===== src/rtl/immencode_pkg.sv =====
// -----------------------------------------------------------------------------
// immencode_pkg
//   Shared definitions for the immediate encoder:
//   - immsrc format codes (I/S/B/J)
//   - per-format masks of the instruction bits that hold the immediate
//   - the stage-1 payload struct {base, imm, immsrc}
//   - extend_imm(): the extend-unit field rules, used by the optional
//     round-trip self check in the top level
// -----------------------------------------------------------------------------
package immencode_pkg;

  typedef enum logic [1:0] {
    IMM_I = 2'b00,
    IMM_S = 2'b01,
    IMM_B = 2'b10,
    IMM_J = 2'b11
  } immsrc_e;

  // Instruction bits that carry the immediate for each format.
  localparam logic [31:0] MASK_I = 32'hFFF0_0000;
  localparam logic [31:0] MASK_S = 32'hFE00_0F80;
  localparam logic [31:0] MASK_B = 32'hFE00_0F80;
  localparam logic [31:0] MASK_J = 32'hFFFF_F000;

  typedef struct packed {
    logic [31:0] base;
    logic [31:0] imm;
    logic [1:0]  immsrc;
  } stage_pay_t;

  // Rebuild the sign-extended immediate from an encoded instruction word.
  function automatic logic [31:0] extend_imm(input logic [31:0] instr,
                                             input logic [1:0]  immsrc);
    logic [31:0] ext;
    ext = '0;
    case (immsrc)
      IMM_I: ext = {{20{instr[31]}}, instr[31:20]};
      IMM_S: ext = {{20{instr[31]}}, instr[31:25], instr[11:7]};
      IMM_B: ext = {{19{instr[31]}}, instr[31], instr[7], instr[30:25],
                    instr[11:8], 1'b0};
      IMM_J: ext = {{11{instr[31]}}, instr[31], instr[19:12], instr[20],
                    instr[30:21], 1'b0};
      default: ext = '0;
    endcase
    return ext;
  endfunction

endpackage


===== src/rtl/immencode_unit_pack.sv =====
// -----------------------------------------------------------------------------
// immfield_pack
//   Combinational packer: clears the immediate field of base_i for the chosen
//   format, ORs in the immediate bits, and flags immediates that do not fit.
//   When the immediate does not fit, the truncated bits are still packed.
//
//   Ports:
//     base_i    [31:0]  instruction word (immediate-field bits ignored)
//     imm_i     [31:0]  sign-extended immediate
//     immsrc_i  [1:0]   format: 00 I, 01 S, 10 B, 11 J
//     instr_o   [31:0]  encoded instruction
//     err_o             immediate not representable in the format
// -----------------------------------------------------------------------------
module immfield_pack
  import immencode_pkg::*;
(
  input  logic [31:0] base_i,
  input  logic [31:0] imm_i,
  input  logic [1:0]  immsrc_i,
  output logic [31:0] instr_o,
  output logic        err_o
);

  logic [31:0] field;
  logic [31:0] mask;

  always_comb begin
    field = '0;
    mask  = MASK_I;
    err_o = 1'b0;
    case (immsrc_i)
      IMM_I: begin
        mask  = MASK_I;
        field = {imm_i[11:0], 20'b0};
        // Upper bits must all be copies of the sign bit imm[11].
        err_o = !((&imm_i[31:11]) || !(|imm_i[31:11]));
      end
      IMM_S: begin
        mask  = MASK_S;
        field = {imm_i[11:5], 13'b0, imm_i[4:0], 7'b0};
        err_o = !((&imm_i[31:11]) || !(|imm_i[31:11]));
      end
      IMM_B: begin
        mask  = MASK_B;
        field = {imm_i[12], imm_i[10:5], 13'b0, imm_i[4:1], imm_i[11], 7'b0};
        err_o = !((&imm_i[31:12]) || !(|imm_i[31:12])) || imm_i[0];
      end
      IMM_J: begin
        mask  = MASK_J;
        field = {imm_i[20], imm_i[10:1], imm_i[11], imm_i[19:12], 12'b0};
        err_o = !((&imm_i[31:20]) || !(|imm_i[31:20])) || imm_i[0];
      end
      default: begin
        mask  = MASK_I;
        field = '0;
        err_o = 1'b0;
      end
    endcase
    instr_o = (base_i & ~mask) | field;
  end

endmodule


===== src/rtl/immencode_unit.sv =====
// -----------------------------------------------------------------------------
// immencode_unit
//   Two-stage valid/ready immediate encoder (inverse of the extend unit).
//   Stage 1 registers the input beat; stage 2 registers the packed word and
//   its error flag. Saturating counters track delivered and errored beats.
//
//   Optional build macro: IMMENCODE_ROUNDTRIP_EN adds output rt_mismatch, a
//   sticky flag set when a packed word does not re-extend to its immediate.
//
//   Ports:
//     clk                    rising-edge clock
//     reset                  asynchronous active-low reset
//     in_valid / in_ready    input handshake
//     in_base  [31:0]        base instruction word
//     in_imm   [31:0]        sign-extended immediate
//     in_immsrc[1:0]         format: 00 I, 01 S, 10 B, 11 J
//     out_valid / out_ready  output handshake
//     out_instr[31:0]        encoded instruction
//     out_err                immediate not representable
//     enc_count[CNT_W-1:0]   delivered beats (saturating)
//     err_count[CNT_W-1:0]   delivered beats with out_err=1 (saturating)
//     rt_mismatch            (IMMENCODE_ROUNDTRIP_EN only) sticky check flag
// -----------------------------------------------------------------------------
module immencode_unit
  import immencode_pkg::*;
#(
  parameter int CNT_W = 16
) (
  input  logic             clk,
  input  logic             reset,
  input  logic             in_valid,
  output logic             in_ready,
  input  logic [31:0]      in_base,
  input  logic [31:0]      in_imm,
  input  logic [1:0]       in_immsrc,
  output logic             out_valid,
  input  logic             out_ready,
  output logic [31:0]      out_instr,
  output logic             out_err,
  output logic [CNT_W-1:0] enc_count,
  output logic [CNT_W-1:0] err_count
`ifdef IMMENCODE_ROUNDTRIP_EN
  ,
  output logic             rt_mismatch
`endif
);

  logic             s1_valid_q, s1_valid_d;
  stage_pay_t       s1_pay_q,   s1_pay_d;
  logic             s2_valid_q, s2_valid_d;
  logic [31:0]      s2_instr_q, s2_instr_d;
  logic             s2_err_q,   s2_err_d;
  logic [CNT_W-1:0] enc_q,      enc_d;
  logic [CNT_W-1:0] errc_q,     errc_d;

  logic        s1_ready, s2_ready;
  logic        in_fire, s1_fire, out_fire;
  logic [31:0] pack_instr;
  logic        pack_err;

  assign s2_ready = !s2_valid_q || out_ready;
  assign s1_ready = !s1_valid_q || s2_ready;
  assign in_fire  = in_valid && s1_ready;
  assign s1_fire  = s1_valid_q && s2_ready;
  assign out_fire = s2_valid_q && out_ready;

  immfield_pack u_pack (
    .base_i   (s1_pay_q.base),
    .imm_i    (s1_pay_q.imm),
    .immsrc_i (s1_pay_q.immsrc),
    .instr_o  (pack_instr),
    .err_o    (pack_err)
  );

  always_comb begin
    s1_valid_d = s1_valid_q;
    s1_pay_d   = s1_pay_q;
    s2_valid_d = s2_valid_q;
    s2_instr_d = s2_instr_q;
    s2_err_d   = s2_err_q;
    enc_d      = enc_q;
    errc_d     = errc_q;

    if (s1_ready) s1_valid_d = in_valid;
    if (in_fire) begin
      s1_pay_d.base   = in_base;
      s1_pay_d.imm    = in_imm;
      s1_pay_d.immsrc = in_immsrc;
    end

    // Stage 2 only reloads when its current beat leaves, so the output
    // holds steady under backpressure.
    if (s2_ready) s2_valid_d = s1_valid_q;
    if (s1_fire) begin
      s2_instr_d = pack_instr;
      s2_err_d   = pack_err;
    end

    if (out_fire) begin
      if (!(&enc_q)) enc_d = enc_q + CNT_W'(1);
      if (s2_err_q && !(&errc_q)) errc_d = errc_q + CNT_W'(1);
    end
  end

  always_ff @(posedge clk or negedge reset) begin
    if (!reset) begin
      s1_valid_q <= 1'b0;
      s1_pay_q   <= '0;
      s2_valid_q <= 1'b0;
      s2_instr_q <= '0;
      s2_err_q   <= 1'b0;
      enc_q      <= '0;
      errc_q     <= '0;
    end else begin
      s1_valid_q <= s1_valid_d;
      s1_pay_q   <= s1_pay_d;
      s2_valid_q <= s2_valid_d;
      s2_instr_q <= s2_instr_d;
      s2_err_q   <= s2_err_d;
      enc_q      <= enc_d;
      errc_q     <= errc_d;
    end
  end

`ifdef IMMENCODE_ROUNDTRIP_EN
  // The re-extension is evaluated on the word being loaded into stage 2,
  // against the immediate registered alongside it in stage 1.
  logic rt_q, rt_d;

  always_comb begin
    rt_d = rt_q;
    if (s1_fire && !pack_err &&
        (extend_imm(pack_instr, s1_pay_q.immsrc) != s1_pay_q.imm))
      rt_d = 1'b1;
  end

  always_ff @(posedge clk or negedge reset) begin
    if (!reset) rt_q <= 1'b0;
    else        rt_q <= rt_d;
  end

  assign rt_mismatch = rt_q && !s2_err_q;
`endif

  assign in_ready  = s1_ready;
  assign out_valid = s2_valid_q;
  assign out_instr = s2_instr_q;
  assign out_err   = s2_err_q;
  assign enc_count = enc_q;
  assign err_count = errc_q;

endmodule


===== config.mk =====
export PLATFORM = sky130hd
export DESIGN_NAME = immencode_unit
export DESIGN_NICKNAME = d
export VERILOG_FILES = /design/src/rtl/immencode_pkg.sv /design/src/rtl/immencode_unit_pack.sv /design/src/rtl/immencode_unit.sv
export SDC_FILE = /design/constraint.sdc
export NUM_CORES = 1
export LEC_CHECK = 0
export ABC_AREA = 1
export BUFFER_PORTS_ARGS = -buffer_cell sky130_fd_sc_hd__buf_2
export CORE_MARGIN = 4
export CORE_UTILIZATION = 30
export CTS_CLUSTER_SIZE = 12
export DETAILED_ROUTE_END_ITERATION = 16
export HOLD_SLACK_MARGIN = 0.08
export SYNTH_ARGS = -nofsm -noshare
export SYNTH_HDL_FRONTEND = slang
export SYNTH_HIERARCHICAL = 1
export SYNTH_SLANG_ARGS = --single-unit

===== constraint.sdc =====
create_clock -name clk -period 4.15 [get_ports clk]
set_input_delay 0.415 -clock clk [delete_from_list [all_inputs] [get_ports clk]]
set_output_delay 0.415 -clock clk [all_outputs]
set_load 0.05 [all_outputs]

; ---- After elaboration in Yosys (flattened, before gate mapping)
; Index checks and enable logic that the tools add are counted.
[op_classes]
n_addsub = 2
n_mul = 0
div_mod_pow = 0
n_lt_le_gt_ge = 0
eq_ne = 3
shift = 0
mux = 3
bitwise_logic = 4
n_reduce_logical = 33
[op_table]
columns = operator, count
row1 = one-hot mux 32 bit (4 select lines), 1
row2 = one-hot mux 32 bit (3 select lines), 1
row3 = "adder 16 x 1 -> 16 bit, second input constant", 2
row4 = AND 32 bit, 1
row5 = NOT 32 bit, 1
row6 = OR 32 bit, 1
row7 = AND reduction 16 bit, 2
row8 = AND reduction 21 bit, 1
row9 = OR reduction 21 bit, 1
row10 = AND reduction 20 bit, 1
row11 = OR reduction 20 bit, 1
row12 = AND reduction 12 bit, 1
row13 = OR reduction 12 bit, 1
row14 = logical NOT 1 bit, 9
row15 = logical OR 1 bit, 7
row16 = "== test 2 bit, second input constant", 2
row17 = logical AND 1 bit, 4
row18 = AND reduction 2 bit, 2
row19 = OR reduction 2 bit, 2
row20 = one-hot mux 1 bit (3 select lines), 1
row21 = "== test 2 x 1 -> 1 bit, second input constant", 1
row22 = logical NOT 2 bit, 1
row23 = NOT 1 bit, 1
[word_totals]
ff_bits = 133
latchBits = 0
ramBits = 0
romBits = 0
inputBits = 70
out_inout_bits = 67
word_cells = 54
n_memories = 0

; ---- Logic depth before layout (Yosys ltp)
[depth]
word_depth = 6
ltp_mapped = 11
mapped_depth_nobuf = 11

; ---- Cells and area by module
; Netlist, hierarchy kept.
[modules_own_cells]
columns = module, instances, cells_per_inst, area_per_inst_um2
row1 = immencode_unit, 1, 506, 5874.4
row2 = immfield_pack, 1, 129, 659.4

; ---- Worst setup path before layout
; OpenSTA, ideal clock, no wires.
[synth_path]
kind = reg-to-reg
start = register s2_valid_q, in the netlist out_valid
end = register s1_pay_q[10] (netlist bit)
setup_ns = 0.125
arrival_time_ns = 1.886
required_ns = 4.025
path_slack_ns = 2.139
path_stages_with_launch = 6
path_buffers = 2
synth_period_minus_slack_ns = 2.011
cell_sequence = dfrtp_1 -> nand3_2 -> nand2_2 -> buf_6 -> buf_6 -> mux2_4
[synth_between]
elab_chain_cells = 4
[synth_lines]
columns = element, line_no
row1 = start: declaration, immencode_unit.sv:50  ; logic s2_valid_q, s2_valid_d;
row2 = start signal: assignment, immencode_unit.sv:117  ; s2_valid_q <= s2_valid_d;
row3 = logical NOT 1 bit, immencode_unit.sv:61  ; assign s2_ready = !s2_valid_q || out_ready;
row4 = logical OR 1 bit, immencode_unit.sv:61
row5 = logical OR 1 bit, immencode_unit.sv:62  ; assign s1_ready = !s1_valid_q || s2_ready;
row6 = named net in_ready, immencode_unit.sv:32  ; output logic in_ready,
row7 = logical AND 1 bit, immencode_unit.sv:63  ; assign in_fire = in_valid && s1_ready;
row8 = end signal: assignment, immencode_unit.sv:116  ; s1_pay_q <= s1_pay_d;
row9 = end: declaration, immencode_unit.sv:49  ; stage_pay_t s1_pay_q, s1_pay_d;
; The timed path passes the listed nets, and every way through them passes these cells.
; A chain may end at the register's enable or synchronous reset.

; ---- Worst setup path after layout
[layout_path]
start = register errc_q[0], in the netlist err_count[0]
end = register errc_q[11], in the netlist err_count[11]
[layout_between]
elab_chain_cells = 4
[layout_lines]
columns = element, line_no
row1 = start: declaration, immencode_unit.sv:54  ; logic [CNT_W-1:0] errc_q, errc_d;
row2 = start signal: assignment, immencode_unit.sv:121  ; errc_q <= errc_d;
row3 = "parallel branches: the longest is 4 deep, another holds adder 16 x 1 -> 16 bit", n/a
; Parallel ways; which one is timed is not known.

==> impl_metrics.env <==
export IMPL_fin_hold_ws_ns=0.1426
export IMPL_detail_route_iter0_violations=132
export IMPL_rows=52
export IMPL_cts_hold_buf=0
export IMPL_synth_nets=698
export IMPL_drive_gt1_frac=0.3717
export IMPL_core_area_mm2=0.02043
export IMPL_syn_cell_area_mm2=0.006280
export IMPL_wirelength_um=14180
export IMPL_worstHoldPathType="in2async"
export IMPL_clk_pin_slew_ns=0.06
export IMPL_r2r_end="err_count[11]"
export IMPL_grt_pass1_wl_um=23610
export IMPL_period_share=0.4775
export IMPL_grt_usage=0.1248
export IMPL_grt_start_max_net_pins=104
export IMPL_io_pins=137
export IMPL_cts_tree="built"
export IMPL_max_freq_mhz=504.6
export IMPL_drtAntennaViolNets=0
export IMPL_gr_total_overflow=0
export IMPL_finalPower_mw=4.840
export IMPL_root_buffer="clkbuf_16"
export IMPL_nets=820
export IMPL_status="completed"
export IMPL_cts_buffers=17
export IMPL_die_area_mm2=0.02331
export IMPL_yosysWarnings=6
export IMPL_die_y_um=152.7
export IMPL_antenna_found_initial=3
export IMPL_ir_drop_mv=0.3433
export IMPL_viasPerCell=4.413
export IMPL_grt_pass1_vias=4577
export IMPL_synth_area_per_cell_um2=10.11
export IMPL_crit_path_max_fanout=24
export IMPL_slew_headroom=0.3256
export IMPL_grt_setup_unrepaired="false"
export IMPL_vias=4528
export IMPL_fillers=2104
export IMPL_antennaDiodeCount=0
export IMPL_cts_sinks=126
export IMPL_cellLeakagePower_nw=3.684
export IMPL_worstSkewPairLatency_ns=0.41
export IMPL_hold_viol=0
export IMPL_finalMaxSlewViolations=0
export IMPL_regToRegSetupSlack_ns=2.17
export IMPL_io_buffers=129
export IMPL_arrival_ns=2.28
export IMPL_powerDensity_mw_per_mm2=632.2
export IMPL_syn_to_final_growth_pct=21.90
export IMPL_post_cts_setup_buffers=0
export IMPL_dr_pass1_iters=4
export IMPL_critPathKind="reg2reg"
export IMPL_place_congestion=0.7899
export IMPL_cts_resized=0
export IMPL_synth_cells=621
export IMPL_drv_cap=0
export IMPL_drcViolationCount=0
export IMPL_crit_required_ns=4.45
export IMPL_cts_buffer_depth=2
export IMPL_critPathCaptureType="flip-flop"
export IMPL_skew_ns=0.009179
export IMPL_die_w_um=152.7
export IMPL_tightest_slew_ns=1.012
export IMPL_dp_hpwl_um=9857
export IMPL_start_util=0.3074
export IMPL_r2r_start="err_count[0]"
export IMPL_wl_per_cell_um=13.82
export IMPL_reg2regPathDepth=9
export IMPL_crit_path_start_kind="flip-flop"
export IMPL_htreeDepth=4
export IMPL_finalWorstPathRequiredPeriod_ns=1.982
export IMPL_setup_viol=0
export IMPL_setup_tns_final_ns=0
[worst max-delay path by stage]
stage	from	end	slack, ns	cells past startpoint
5_1_grt	err_count[0]	err_count[9]	2.00	9
2_1_floorplan	out_valid	s1_pay_q[10]	2.15	5
6_report	err_count[0]	err_count[11]	2.17	9
4_1_cts	err_count[0]	err_count[11]	2.15	9
3_5_place_dp	out_ready	s1_pay_q[50]	2.09	5
3_3_place_gp	out_ready	s1_pay_q[48]	2.11	5
[final cells by class]
type,count,area [µm²],share of cell area
tap,270,337.8,0.04413
clock inverter,13,141.4,0.01847
inverter,53,198.9,0.02599
sequential,126,3153,0.4119
multi-input combinational,415,2721,0.3555
clock buffer,19,442.9,0.05786
timing repair buffer,130,659.4,0.08614
[critical path: stages (launching register included)]
cell	delay [ns]
dfrtp_1	0.42
ha_1	0.29
nand2_1	0.11
nor2_2	0.05
nand2_2	0.07
nor2_2	0.04
nor2_2	0.63
nand2_1	0.12
nand2_1	0.09
nand2_1	0.05
[through the flow]
step	setup WS (ns)	cells	util	instance area (µm²)
after CTS	2.151	1026	0.3747	7655
after detailed placement	2.092	994	0.3461	7071
after global routing	2.003	1026	0.3747	7655
after floorplan	2.146	621	-	6280
final	2.168	1026	0.3747	7655
after global placement	2.114	994	0.3461	7071
[layer usage]
layer | vias to the layer above | track usage | wire length (µm)
met5 | - | 0 | 41
met4 | 6 | 0.04285 | 233
met3 | 27 | 0.04232 | 832
met2 | 106 | 0.1943 | 6547
met1 | 2134 | 0.1631 | 6520
li1 | 2255 | - | -
[registers in the layout (all words and copies together) (netlist names)]
| signal | count |
|---|---|
| s1_valid_q | 1 |
| out_valid | 1 |
| err_count | 16 |
| out_err | 1 |
| enc_count | 16 |
| s1_pay_q | 59 |
| out_instr | 32 |
[power breakdown]
group / internal [mW] / total [mW] / switching, mW
clock: 0.900 / 1.48 / 0.578
sequential: 1.52 / 1.72 / 0.209
combinational: 0.500 / 1.64 / 1.14
total: 2.92 / 4.84 / 1.92
[placed cells by master, fill, tap and decap left out, drive strengths merged, types with 4 or more instances in the layout]
cell,n
ha,7
o31ai,4
inv,53
clkinvlp,6
mux2,91
clkinv,5
xor2,7
nor2,59
nand4,7
o21ai,14
nand2,168
nand3,36
buf,130
nand3b,9
dfrtp,126
clkbuf,19
Note: power is estimated with default switching activity, not from simulation.
